### config.mk
export PLATFORM = sky130hd
export DESIGN_NAME = vga_sync
export DESIGN_NICKNAME = d
export VERILOG_FILES = /design/src/rtl/vga_pkg.sv /design/src/rtl/vga_sync.sv
export SDC_FILE = /design/constraint.sdc
export NUM_CORES = 1
export LEC_CHECK = 0
export BUFFER_PORTS_ARGS = -buffer_cell sky130_fd_sc_hd__buf_2
export CORE_ASPECT_RATIO = 1.1
export CORE_MARGIN = 2
export CORE_UTILIZATION = 38
export CTS_CLUSTER_SIZE = 20
export DETAILED_ROUTE_END_ITERATION = 6
export PLACE_DENSITY_LB_ADDON = 0.15
export REMOVE_ABC_BUFFERS = 1
export SYNTH_ARGS = -nofsm -noshare
export SYNTH_HDL_FRONTEND = slang
export SYNTH_SLANG_ARGS = --single-unit
export TNS_END_PERCENT = 1
### constraint.sdc
create_clock -name clk -period 1.95 [get_ports clk]
set_input_delay 0.0975 -clock clk [delete_from_list [all_inputs] [get_ports clk]]
set_output_delay 0.0975 -clock clk [all_outputs]
set_load 0.005 [all_outputs]
### src/rtl/vga_pkg.sv
// Shared VGA timing constants and coordinate type, used by vga_sync and the
// Game of Life renderer so both agree on frame geometry.
package vga_pkg;

  localparam int COORD_W = 10;
  typedef logic [COORD_W-1:0] coord_t;
  localparam coord_t COORD_ONE = coord_t'(1);

  localparam int H_VISIBLE_DEF = 640;
  localparam int H_FRONT_DEF   = 16;
  localparam int H_SYNC_DEF    = 96;
  localparam int H_BACK_DEF    = 48;

  localparam int V_VISIBLE_DEF = 480;
  localparam int V_FRONT_DEF   = 10;
  localparam int V_SYNC_DEF    = 2;
  localparam int V_BACK_DEF    = 33;

  function automatic int span_total(input int visible, input int front,
                                    input int sync, input int back);
    return visible + front + sync + back;
  endfunction

  localparam int H_TOTAL_DEF = span_total(H_VISIBLE_DEF, H_FRONT_DEF, H_SYNC_DEF, H_BACK_DEF);
  localparam int V_TOTAL_DEF = span_total(V_VISIBLE_DEF, V_FRONT_DEF, V_SYNC_DEF, V_BACK_DEF);

endpackage

### src/rtl/vga_sync.sv
// VGA raster timing: pixel/line counters advanced by pix_en, with registered
// sync, blanking and tick outputs aligned to the counter values.
module vga_sync
  import vga_pkg::*;
#(
  parameter int H_VISIBLE = H_VISIBLE_DEF,
  parameter int H_FRONT   = H_FRONT_DEF,
  parameter int H_SYNC    = H_SYNC_DEF,
  parameter int H_BACK    = H_BACK_DEF,
  parameter int V_VISIBLE = V_VISIBLE_DEF,
  parameter int V_FRONT   = V_FRONT_DEF,
  parameter int V_SYNC    = V_SYNC_DEF,
  parameter int V_BACK    = V_BACK_DEF
) (
  input  logic               clk,
  input  logic               reset_n,
  input  logic               pix_en,
  output logic               hsync,
  output logic               vsync,
  output logic               video_on,
  output logic [COORD_W-1:0] x,
  output logic [COORD_W-1:0] y,
  output logic               line_tick,
  output logic               frame_tick
);

  localparam int H_TOTAL = span_total(H_VISIBLE, H_FRONT, H_SYNC, H_BACK);
  localparam int V_TOTAL = span_total(V_VISIBLE, V_FRONT, V_SYNC, V_BACK);

  localparam coord_t H_MAX    = coord_t'(H_TOTAL - 1);
  localparam coord_t V_MAX    = coord_t'(V_TOTAL - 1);
  localparam coord_t H_VIS    = coord_t'(H_VISIBLE);
  localparam coord_t V_VIS    = coord_t'(V_VISIBLE);
  localparam coord_t HS_START = coord_t'(H_VISIBLE + H_FRONT);
  localparam coord_t HS_END   = coord_t'(H_VISIBLE + H_FRONT + H_SYNC - 1);
  localparam coord_t VS_START = coord_t'(V_VISIBLE + V_FRONT);
  localparam coord_t VS_END   = coord_t'(V_VISIBLE + V_FRONT + V_SYNC - 1);

  coord_t h_cnt_q, h_cnt_d;
  coord_t v_cnt_q, v_cnt_d;
  logic   hsync_q, hsync_d;
  logic   vsync_q, vsync_d;
  logic   video_on_q, video_on_d;
  logic   line_tick_q, line_tick_d;
  logic   frame_tick_q, frame_tick_d;

  // >= rather than == so a counter can never run past its last position
  always_comb begin
    h_cnt_d      = h_cnt_q;
    v_cnt_d      = v_cnt_q;
    line_tick_d  = 1'b0;
    frame_tick_d = 1'b0;
    if (pix_en) begin
      if (h_cnt_q >= H_MAX) begin
        h_cnt_d     = '0;
        line_tick_d = 1'b1;
        if (v_cnt_q >= V_MAX) begin
          v_cnt_d      = '0;
          frame_tick_d = 1'b1;
        end else begin
          v_cnt_d = v_cnt_q + COORD_ONE;
        end
      end else begin
        h_cnt_d = h_cnt_q + COORD_ONE;
      end
    end
  end

  // Decode from the next counter values so outputs land on the same edge
  always_comb begin
    video_on_d = (h_cnt_d < H_VIS) && (v_cnt_d < V_VIS);
    hsync_d    = !((h_cnt_d >= HS_START) && (h_cnt_d <= HS_END));
    vsync_d    = !((v_cnt_d >= VS_START) && (v_cnt_d <= VS_END));
  end

  always_ff @(posedge clk or negedge reset_n) begin
    if (!reset_n) begin
      h_cnt_q      <= '0;
      v_cnt_q      <= '0;
      hsync_q      <= 1'b1;
      vsync_q      <= 1'b1;
      video_on_q   <= 1'b1;
      line_tick_q  <= 1'b0;
      frame_tick_q <= 1'b0;
    end else begin
      h_cnt_q      <= h_cnt_d;
      v_cnt_q      <= v_cnt_d;
      hsync_q      <= hsync_d;
      vsync_q      <= vsync_d;
      video_on_q   <= video_on_d;
      line_tick_q  <= line_tick_d;
      frame_tick_q <= frame_tick_d;
    end
  end

  assign x          = h_cnt_q;
  assign y          = v_cnt_q;
  assign hsync      = hsync_q;
  assign vsync      = vsync_q;
  assign video_on   = video_on_q;
  assign line_tick  = line_tick_q;
  assign frame_tick = frame_tick_q;

endmodule

==> results of run 1 <==
==> registers in the layout, summed over array words and instances, names as in the netlist <==
register    cells
line_tick       1
x              10
frame_tick      1
hsync           1
video_on        1
y              10
vsync           1
==> critical path, delay by kind of cell (launching register included) <==
family                 cells  cell delay, ps
and+or+nand+nor            3             640
buffers and inverters      2             280
AOI/OAI and AO/OA          2             470
DFF                        1             410
==> placed cells by master (no fill, tap or decap), types with 3 or more instances in the layout <==
cell type	count
nand2b_1	3
clkbuf_8	3
dfrtp_1	22
nand4_1	5
buf_4	32
a21oi_1	4
dfstp_2	3
o21ai_0	18
nor2_1	15
xnor2_1	4
nand2_1	17
and3_1	6
nand3_1	8
mux2i_1	3
buf_2	27
or3_1	3
inv_1	4
==> logic make-up (layout without fill, tap and decap cells) <==
logic type      Yosys count  after routing  synth area share
simple gates             70             70             0.239
fa+ha+maj                 3              3            0.0247
xor+xnor                  6              6            0.0345
flops                    25             25             0.413
mux                       3              3            0.0197
buf+inv                  21             69            0.0756
compound gates           44             44             0.193
==> Yosys cell counts (3+ instances only) <==
master    number
a21oi_1        6
o21ai_0       18
ha_1           3
nand4_1        5
nand2_1       17
dfstp_2        3
dfrtp_1       22
xnor2_1        4
and3_1         7
mux2i_1        3
inv_1          4
nand3_1        8
nor2_1        15
nand2b_1       3
or3_1          3
buf_2          9
==> through the flow <==
| step | std cells | power, mW | setup WS, ps | cell area, um2 |
|---|---|---|---|---|
| 6_report | 272 | 1.39 | 62.8 | 1950 |
| 5_1_grt | 272 | 1.48 | -17.4 | 1950 |
| 4_1_cts | 267 | 1.37 | 25.5 | 1880 |
| 3_5_place_dp | 262 | 1.05 | 49.0 | 1830 |
| 3_3_place_gp | 262 | 1.04 | 72.1 | 1830 |
| 2_1_floorplan | 156 | 0.849 | -137 | 1430 |
==> final timing paths <==
kind	from	end	slack (ps)	cells after the start
min reg2reg	x[1]	x[1]	590	2
max reg2reg	x[1]	video_on	60	7
max	x[1]	video_on	60	7
min	pix_en	x[1]	140	2
min in group asynchronous	reset_n	x[4]	360	2
max in group asynchronous	reset_n	x[9]	1210	2
==> repair_timing <==
| item | in CTS | in global routing |
|---|---|---|
| endpoints found under the hold margin | 22 | 0 |
| setup buffers | 0 | 5 |
| setup endpoints to repair | 0 | 3 |
| hold buffers | 1 | 0 |
| gates resized for setup | 0 | 7 |
==> where the power goes <==
group | total [mW] | leakage, nW | switching, mW | internal (mW)
logic | 0.457 | 0.583 | 0.234 | 0.223
clock network | 0.306 | 0.0228 | 0.159 | 0.146
registers | 0.629 | 0.322 | 0.0504 | 0.578
total | 1.39 | 0.928 | 0.444 | 0.947
==> metal layers <==
metal  routed length (um)  global-route usage  up-vias
met2                 2000               0.311       32
met4                   62              0.0662        0
met3                  116              0.0209        8
li1                     -                   -      714
met1                 1660               0.210      720
met5                    0                   0        -
==> layout make-up <==
class,count,share of cell area
Multi-Input combinational cell,126,0.412
Timing Repair Buffer,60,0.198
Clock buffer,4,0.0232
Inverter,5,0.00965
Tap cell,52,0.0334
Sequential cell,25,0.323
==> results.md, run 1 <==
- Status: complete, no violations
- Crit. End Element: flop
- Min Tclk post-route: 1890 ps
- Final setup fails: 0
- Sequential area share after synthesis: 0.413
- Clock Path Buffers: 2
- Share of layout cells above drive strength 1: 0.345
- Max Freq: 530 MHz
- Initial antenna violation count: 0
- CTS buffer count: 3
- Setup TNS Final: 0 ps
- Synth Flop Type: dfrtp_1
- Synth warn: 0
- Via density: 5.42
- Worst-path fanout max: 4
- Layout Skew: 2.98 ps
- Leading area contributor after synthesis: dfrtp_1
- Final hold violations: 0
- Hold Path Class: primary input to flop
- Hold WS: 145 ps
- Maximum VDD drop: 0.181 mV
- WL/cell: 14.1 um
- Largest net degree at the start of global routing: 26
- P_leak: 0.928 nW
- Critical-path cell list: buf_4 -> buf_4 -> and4_4 -> and4_4 -> or3_1 -> a32o_1 -> a211oi_2
- Crit path arrival time: 2080 ps
- Number of I/O pins: 28
- Synth-to-layout area growth: 27.8%
- Vias in the first global route: 1420
- Area taken by multi-input logic gates: 802 um2
- Clock Tree Root: clkbuf_8
- Area contributors post-synth: dfrtp_1 36%, o21ai_0 5.9%, dfstp_2 5.2%, nand2_1 4.2%, nor2_1 3.7%
- Fin util: 0.498
- CTS sink count: 25
- Mapped Cells: 172
- # DRC: 0
- Aggregate routed wire length: 3.84 mm
- Yosys cell types: 46
- Antenna-violating nets left: 0
- Die H: 70.4 um
- Worst EP required: 2140 ps
- Clock slew at reported path FFs: 90 ps
- Drt first pass iters: 4
- Chip width: 64.4 um
- Period utilization: 0.968
- CTS tree: built
- Remaining Overflow, GRT: 0
- Fill cells: 387
- RSZ-0062 raised after global routing: yes
- Crit Path Class: flop to flop
- Worst-Skew Late Latency: 260 ps
- Reg area: 629 um2
- Kind of start point of the critical path: flop
- MaxCap Viol Count: 0
- Initial Util: 0.390
- Max stage delay on crit path: 410 ps
- Worst-Margin Slew: 587 ps
- Slew Limit Headroom: 0.608
- EDFF count, synth: 0
- Share of the synthesized area in the top cell type: 0.362
- Row count: 24
- Pins Over Slew Limit: 0
- Synth Register Bits: 25
- Fin nets: 227
- Avg Synthesized Cell Area: 8.85 um2
- Mapped Area: 1520 um2
- Via Count: 1474
- Pwr Density: 715 nW/um2
- DRT iter0 DRCs: 119
- GRT Resource Usage Total: 0.174
- I/O Buffers: 27
- Asr flop ratio synth: 1.00
- First-pass GRT wire length: 6.35 mm
- RD Place Congestion: 0.966
- Core ar.: 3900 um2
- Post-detail-place hpwl: 2.79 mm
- H-Tree Depth: 1
- Antenna cell count: 0
- Area of the die: 4530 um2
- Crit-path slowest cell: dfrtp_1
(Power assumes the default switching activity.)
==> run 2: changes to the inputs <==
Settings changed: CELL_PAD_IN_SITES_DETAIL_PLACEMENT set to 2, CELL_PAD_IN_SITES_GLOBAL_PLACEMENT set to 2, CORE_UTILIZATION 38 to 30, CTS_CLUSTER_DIAMETER set to 100.
==> run 2 against run 1 <==
  * Clock skew up 6.9 ps
  * Register-to-register slack about the same
  * Design area up 2.6%
==> results.md, run 2 (synthesis results as in run 1) <==
- Final setup fails: 0
- Area taken by multi-input logic gates: 840 um2
- RD Place Congestion: 0.813
- Clock Tree Root: clkbuf_8
- RSZ-0062 raised after global routing: yes
- Max stage delay on crit path: 390 ps
- Row count: 27
- Status: complete, no violations
- Clock Path Buffers: 2
- Clock slew at reported path FFs: 90 ps
- H-Tree Depth: 1
- Fin util: 0.402
- MaxCap Viol Count: 0
- Aggregate routed wire length: 4.82 mm
- Drt first pass iters: 4
- Placed inst area: 1850 um2
- CTS tree: built
- Initial antenna violation count: 0
- Comb pwr share: 0.330
- # DRC: 0
- Most common cell after layout, fill and taps aside: buf_4
- Final worst slack: 57.2 ps
- Synth-to-layout area growth: 31.1%
- Final hold violations: 0
- Remaining Overflow, GRT: 0
- Period utilization: 0.971
- NetSw: 0.469 mW
- Worst-path fanout max: 5
- First-pass GRT wire length: 8.16 mm
- Worst path most repeated cell: and3_4
- Pwr Density: 705 nW/um2
- Switching Fraction: 0.334
- Initial Util: 0.307
- Crit path arrival time: 2080 ps
- Max Freq: 528 MHz
- Min Tclk post-route: 1890 ps
- Finished Cell Area: 2000 um2
- Internal power: 0.937 mW
- Largest net degree at the start of global routing: 26
- Crit Path Class: flop to flop
- Layout Skew: 9.91 ps
- Reg area: 629 um2
- Chip width: 71.9 um
- Worst-Skew Late Latency: 280 ps
- Sequential share of power: 0.446
- Share of layout cells above drive strength 1: 0.377
- P_leak: 0.944 nW
- Worst EP required: 2140 ps
- Via density: 5.38
- Slew Limit Headroom: 0.616
- Via Count: 1496
- Antenna-violating nets left: 0
- DRT iter0 DRCs: 29
- Fill cells: 565
- Number of I/O pins: 28
- Kind of start point of the critical path: flop
- Pins Over Slew Limit: 0
- Hold WS: 138 ps
- Clock Power Share: 0.224
- Post-placement setup slack: 1.39 ps
- Maximum VDD drop: 0.218 mV
- Worst-Margin Slew: 576 ps
- Die H: 78.7 um
- Vias in the first global route: 1629
- Most frequent cells in the layout: 31 x buf_4, 27 x buf_2, 22 x dfrtp_1
- Core ar.: 4970 um2
- Post-detail-place hpwl: 3.71 mm
- Area of the die: 5660 um2
- GRT Resource Usage Total: 0.185
- I/O Buffers: 27
- Critical-path cell list: ha_1 -> and3_4 -> and3_4 -> or3_4 -> a21oi_2 -> o311a_1 -> o211ai_1
- WL/cell: 17.3 um
- Placed cell count: 270
- Fin nets: 227
- CTS sink count: 25
- CTS buffer count: 3
- Crit. End Element: flop
- Final cell count without fillers: 278
- Crit-path slowest cell: dfrtp_1
- Antenna cell count: 0
- Hold Path Class: primary input to flop
-- run 2: final timing paths --
kind / startpoint / endpoint / slack [ps] / depth (start not counted)
worst max-delay path: y[0] / vsync / 60 / 7
worst min-delay path: pix_en / x[0] / 140 / 2
worst max register to register: y[0] / vsync / 60 / 7
worst min register to register: x[3] / x[3] / 580 / 1
max in group asynchronous: reset_n / x[7] / 1220 / 2
min in group asynchronous: reset_n / x[3] / 340 / 2
-- run 2: power by group through the flow --
stage	Clock [mW]	Sequential [mW]	Combinational, mW
2_1_floorplan	0	0.694	0.155
3_3_place_gp	0	0.628	0.428
3_5_place_dp	0	0.635	0.448
4_1_cts	0.339	0.625	0.452
5_1_grt	0.348	0.640	0.525
6_report	0.315	0.628	0.464
-- run 2: metal layers --
| metal | share of wire | up-vias | GRT usage |
|---|---|---|---|
| met2 | 0.55 | 22 | 0.342 |
| met5 | 0 | - | 0 |
| met4 | 0.018 | 0 | 0.0642 |
| met1 | 0.41 | 756 | 0.214 |
| met3 | 0.023 | 7 | 0.0292 |
| li1 | - | 711 | - |
-- run 2: layout make-up --
cell class / count / share of cell area
Multi-Input combinational cell: 126 / 0.421
Sequential cell: 25 / 0.315
Timing Repair Buffer: 60 / 0.195
Tap cell: 58 / 0.0364
Clock buffer: 3 / 0.0207
Inverter: 5 / 0.00940
Clock inverter: 1 / 0.00251
-- run 2: through the flow --
stage	setup TNS [ps]	power [mW]
CTS	0	1.42
global placement	0	1.06
detailed placement	0	1.08
finish	0	1.41
global route	-88.8	1.51
floorplan	-173	0.849
-- run 2: repair_timing --
action | CTS | global route
setup buffers | 1 | 2
setup endpoints to repair | 1 | 3
hold endpoints to repair | 22 | 0
resized for setup | 3 | 13
hold buffers | 1 | 0
pin swaps | 1 | 10
cloned | 0 | 0
-- run 2: critical path, delay by kind of cell, from the launching register on --
kind,cells,cell delay [ps]
flip-flops,1,390
AO/OA/AOI/OAI,3,440
AND/OR/NAND/NOR,3,750
adder cells (fa/ha/maj),1,220
